**src/rtl/frame_rate_meter.sv**
```systemverilog
// frame_rate_meter: counts camera frame starts per sec_toggle window and latches the count as fps.
// Optional min/max tracking is compiled in with `define FRAME_RATE_MINMAX_EN.
module frame_rate_meter #(
  parameter int CNT_W             = 8,
  parameter bit VSYNC_ACTIVE_HIGH = 1'b1,
  parameter int SYNC_STAGES       = 2
) (
  input  logic             clk,
  input  logic             reset,
  input  logic             sec_toggle,
  input  logic             cam_vsync,
  output logic [CNT_W-1:0] fps_out,
  output logic             fps_valid,
  output logic             cam_stalled
`ifdef FRAME_RATE_MINMAX_EN
  ,
  output logic [CNT_W-1:0] fps_min,
  output logic [CNT_W-1:0] fps_max
`endif
);

  localparam logic VS_IDLE = !VSYNC_ACTIVE_HIGH;

  typedef enum logic {IDLE, MEASURE} state_t;

  state_t                 state_q;
  logic [SYNC_STAGES-1:0] vs_sync_q;
  logic                   vs_prev_q;
  logic                   sec_d_q;
  logic [CNT_W-1:0]       cnt_q;
  logic [CNT_W-1:0]       cnt_d;
  logic [CNT_W-1:0]       fps_q;
  logic                   valid_q;
  logic                   stalled_q;
  logic                   vs_now;
  logic                   frame_evt;
  logic                   tick;
  logic [CNT_W-1:0]       restart_d;
`ifdef FRAME_RATE_MINMAX_EN
  logic [CNT_W-1:0]       min_q;
  logic [CNT_W-1:0]       max_q;
`endif

  assign vs_now    = vs_sync_q[SYNC_STAGES-1];
  assign frame_evt = VSYNC_ACTIVE_HIGH ? (vs_now & ~vs_prev_q) : (~vs_now & vs_prev_q);
  assign tick      = sec_toggle & ~sec_d_q;

  // Saturating increment; a frame landing on the tick cycle opens the new window at 1.
  assign cnt_d     = (cnt_q == {CNT_W{1'b1}}) ? cnt_q : cnt_q + CNT_W'(1);
  assign restart_d = frame_evt ? CNT_W'(1) : '0;

  always_ff @(posedge clk or negedge reset) begin
    if (!reset) begin
      state_q   <= IDLE;
      vs_sync_q <= {SYNC_STAGES{VS_IDLE}};
      vs_prev_q <= VS_IDLE;
      sec_d_q   <= 1'b1;
      cnt_q     <= '0;
      fps_q     <= '0;
      valid_q   <= 1'b0;
      stalled_q <= 1'b0;
`ifdef FRAME_RATE_MINMAX_EN
      min_q     <= '1;
      max_q     <= '0;
`endif
    end else begin
      vs_sync_q <= {vs_sync_q[SYNC_STAGES-2:0], cam_vsync};
      vs_prev_q <= vs_now;
      sec_d_q   <= sec_toggle;
      valid_q   <= 1'b0;
      case (state_q)
        IDLE: begin
          cnt_q <= '0;
          if (tick) begin
            state_q <= MEASURE;
            cnt_q   <= restart_d;
          end
        end
        MEASURE: begin
          if (tick) begin
            fps_q     <= cnt_q;
            valid_q   <= 1'b1;
            stalled_q <= (cnt_q == '0);
            cnt_q     <= restart_d;
`ifdef FRAME_RATE_MINMAX_EN
            if (cnt_q < min_q) min_q <= cnt_q;
            if (cnt_q > max_q) max_q <= cnt_q;
`endif
          end else if (frame_evt) begin
            cnt_q <= cnt_d;
          end
        end
        default: state_q <= IDLE;
      endcase
    end
  end

  assign fps_out     = fps_q;
  assign fps_valid   = valid_q;
  assign cam_stalled = stalled_q;
`ifdef FRAME_RATE_MINMAX_EN
  assign fps_min     = min_q;
  assign fps_max     = max_q;
`endif

endmodule

```
**config.mk**
```make
export PLATFORM = sky130hd
export DESIGN_NAME = frame_rate_meter
export DESIGN_NICKNAME = d
export VERILOG_FILES = /design/src/rtl/frame_rate_meter.sv
export SDC_FILE = /design/constraint.sdc
export NUM_CORES = 1
export LEC_CHECK = 0
export ABC_CLOCK_PERIOD_IN_PS = 2900
export BUFFER_PORTS_ARGS = -buffer_cell sky130_fd_sc_hd__buf_4
export CAP_MARGIN = 10
export CELL_PAD_IN_SITES_DETAIL_PLACEMENT = 1
export CELL_PAD_IN_SITES_GLOBAL_PLACEMENT = 2
export CORE_MARGIN = 3
export CORE_UTILIZATION = 38
export CTS_CLUSTER_SIZE = 20
export DETAILED_ROUTE_END_ITERATION = 8
export GPL_TIMING_DRIVEN = 0
export PLACE_DENSITY = 0.77
export SYNTH_ARGS = -nofsm -noshare
export SYNTH_HDL_FRONTEND = slang
export SYNTH_SLANG_ARGS = --single-unit
```
**constraint.sdc**
```tcl
create_clock -name clk -period 2.9 [get_ports clk]
set_input_delay 0.145 -clock clk [delete_from_list [all_inputs] [get_ports clk]]
set_output_delay 0.145 -clock clk [all_outputs]
set_load 0.005 [all_outputs]
```
==> flow_summary.yaml <==
outcome:
  outcome: "completed"
global_routing:
  grt_overflow: 0
  antenna_found_initial: 0
  grt_max_degree: 24
  grt_pass1_vias: 797
  grt_pass1_wl_mm: 3.746
  track_usage: 0.1456
place:
  dp_slack_ns: 1.240
  hpwl_mm: 1.402
  place_congestion: 0.7984
  dp_cells: 127
  portBuffers: 13
yosys:
  ys_top_cells_by_area: "dfrtp_1 (56%), mux2_2 (6.9%), nand2_1 (3.0%), dfstp_2 (2.7%), ha_1 (2.5%)"
  syn_area_per_cell_um2: 11.45
  yosys_warnings: 0
  synth_nets: 92
  synth_compound_area_frac: 0.09149
  ys_seq_area_frac: 0.5858
  ys_types: 28
  synth_top_family_by_area: "simple AND/OR/NAND/NOR gates"
  synthSimpleGateAreaFrac: 0.1715
  yosysTopAreaCell: "dfrtp_1"
  synth_seq_cells: 23
  synth_area_um2: 984.7
  synthAdderAreaFrac: 0.02541
  synth_xor_area_frac: 0.008895
  synthCells: 86
  netlist.area_leader.share: 0.5591
  synth_mux_area_frac: 0.07878
floorplan:
  ioPinCount: 14
  start_util: 0.4209
  core-area_um2: 2340
  dieArea_um2: 3238
  die_w_um: 56.91
  core.rowCount: 17
  die_height_um: 56.91
worst_setup_path:
  r2r_cells: 5
  critPathKind: "flop to flop"
  path_cells: "and4_1 -> buf_6 -> a41o_1 -> or3_1 -> a21oi_1"
  slowest_delay_ns: 0.48
  cp_num_buf_inv: 1
  critPathArrivalTime_ns: 1.94
  worstPathRequired_ns: 3.15
  crit_slowest_cell: "dfrtp_1"
  crit_family: "simple AND/OR/NAND/NOR gates"
  end_kind: "flop"
  r2r-start: "cnt_q[3]"
  timing.rr.end: "cnt_q[5]"
  worst-path-stages: 5
  timing.critical_path.from: "cnt_q[3]"
  rrSetupSlack_ns: 1.21
  crit_end: "cnt_q[5]"
  path_max_fanout: 7
  critPathLaunchType: "flop"
detailed_routing:
  detail_route.wl_per_cell_um: 14.72
  remaining_drc_errors: 0
  dr_total_vias: 705
  ant_nets: 0
  drt_first_iter_violations: 22
  viasPerCell: 5.261
  first_pass_iters: 3
  wirelength_mm: 1.972
finish:
  final_cells: 134
  drive_gt1_frac: 0.2642
  num_antenna_cells: 0
  synthToLayoutAreaGrowth_pct: 19.57
  nets: 113
power_and_ir_drop:
  p_int_uw: 437.8
  power_frac_comb: 0.143
  power_density_nw_per_um2: 507.5
  p_seq_frac: 0.596
  leakage_nw: 0.5619
  switching_share: 0.2673
  peakVddDrop_v: 0.0002822
  p_clk_frac: 0.261
  p_sw_uw: 159.7
worst_hold_path:
  hold_class: "primary input to asynchronous set/reset pin"
clock_tree:
  cts_max_level: 1
  clkLatencyLatePin_ns: 0.32
  cts.sink_count: 23
  root_buffer: "clkbuf_4"
  clk_pin_slew_worst_paths_ns: 0.14
  cts_tree: "built"
  post_cts_buffers: 0
  cts_buffer_depth: 2
  numCtsBuffers: 3
timing:
  holdWs_ns: 0.2317
  hold_viol_final: 0
  skew_ns: 0.004692
  fmax_mhz: 591.8
  post-route-period-util: 0.5826
  slew_violations: 0
  tightestPinTransition_ns: 0.4066
  worst_slack_ns: 1.210
  layout_min_cycle_time_ns: 1.690
  slew_headroom: 0.7289
  fin_setup_tns_ns: 0
  setup_viol_count_final: 0
  rsz0062_at_grt: "no"
run:
  cap_viol_max_count: 0
==> cells in the mapped netlist <==
cell,n
nor3_1,4
dfrtp_1,22
mux2_2,6
nor4b_1,1
a41o_1,1
nand4_1,3
inv_1,4
mux2i_1,1
and3_2,1
clkbuf_1,3
nand3b_1,2
or3_1,1
a211oi_1,2
xnor2_1,1
nand2b_1,3
buf_6,1
nand2_1,8
dfstp_2,1
ha_1,2
and4_1,1
o21ai_0,4
a41o_2,1
a21oi_1,3
or2_2,1
o211ai_1,1
nand3_1,2
nor2_1,5
o2111a_1,1
==> kinds of logic (layout without fill, tap and decap cells) <==
family / Yosys count / in the layout
AO/OA/AOI/OAI: 13 / 13
XOR/XNOR: 1 / 1
adder cells (fa/ha/maj): 2 / 2
buffers and inverters: 8 / 28
flip-flops: 23 / 23
multiplexers: 7 / 7
AND/OR/NAND/NOR: 32 / 32
==> layout make-up <==
| class | count | area, um^2 |
|---|---|---|
| inverters | 4 | 15.01 |
| clock buffers | 3 | 22.52 |
| plain buffers | 4 | 22.52 |
| well taps | 28 | 35.03 |
| repair buffers | 16 | 127.6 |
| flip-flops and latches | 23 | 576.8 |
| clock inverters | 1 | 7.507 |
| fillers | 273 | 1162 |
| multi-input cells | 55 | 370.4 |
==> worst min-delay path by stage <==
stage          cells past startpoint  start     endpoint  slack, ns
6_report                           2  reset   fps_out[7]       0.23
3_5_place_dp                       1  reset    fps_valid       0.06
2_1_floorplan                      0  reset  cam_stalled      -0.15
4_1_cts                            2  reset    fps_valid       0.24
5_1_grt                            2  reset   fps_out[7]       0.25
3_3_place_gp                       1  reset    fps_valid       0.05
==> per-stage QoR <==
stage                     total power [mW]  cell area (um^2)  utilization
after floorplan                     0.4041             984.7            -
after global placement              0.4451              1117       0.4775
after detailed placement            0.4473              1117       0.4775
after CTS                           0.6071              1177       0.5032
after global routing                0.6365              1177       0.5032
final                               0.5976              1177       0.5032
==> state kept, by name (all words and copies together) (netlist names) <==
name / count
cnt_q: 8
fps_out: 8
vs_sync_q: 2
cam_stalled: 1
fps_valid: 1
sec_d_q: 1
state_q: 1
vs_prev_q: 1
==> power groups by stage <==
stage	sequential, mW	clock (mW)	combinational [mW]
2_1_floorplan	0.362	0	0.0422
3_3_place_gp	0.362	0	0.0830
3_5_place_dp	0.363	0	0.0842
4_1_cts	0.357	0.162	0.0877
5_1_grt	0.360	0.176	0.100
6_report	0.356	0.156	0.0854
==> layout by cell type (no fill, tap or decap), drive strengths merged, types with 2 or more instances in the layout <==
cell         instances
nand2b               3
a41o                 2
nand2                8
nand3b               2
mux2                 6
clkbuf               6
ha                   2
dlygate4sd3          3
o21ai                4
nand4                3
nand3                2
inv                  4
nor3                 4
a21oi                3
buf                 14
nor2                 5
a211oi               2
dfrtp               22
==> metal layers <==
metal / vias to the layer above / routed length [um] / global-route usage
met5: - / 0 / 0
met2: 13 / 885 / 0.2349
met1: 346 / 976 / 0.1942
li1: 341 / - / -
met4: 0 / 35 / 0.05960
met3: 5 / 74 / 0.02299
==> worst reg2reg max path, delay by kind of cell (launching register included) <==
kind | cells | cell delay, ns
AO/OA/AOI/OAI | 2 | 0.42
buffers and inverters | 1 | 0.13
flip-flops | 1 | 0.48
AND/OR/NAND/NOR | 2 | 0.60
==> what timing repair did <==
action                                  CTS  global route
gates resized for setup                   0             0
hold buffers                              3             0
endpoints found under the hold margin    25             0
endpoints found under the setup margin    0             0
Note: power is estimated with default switching activity, not from simulation.
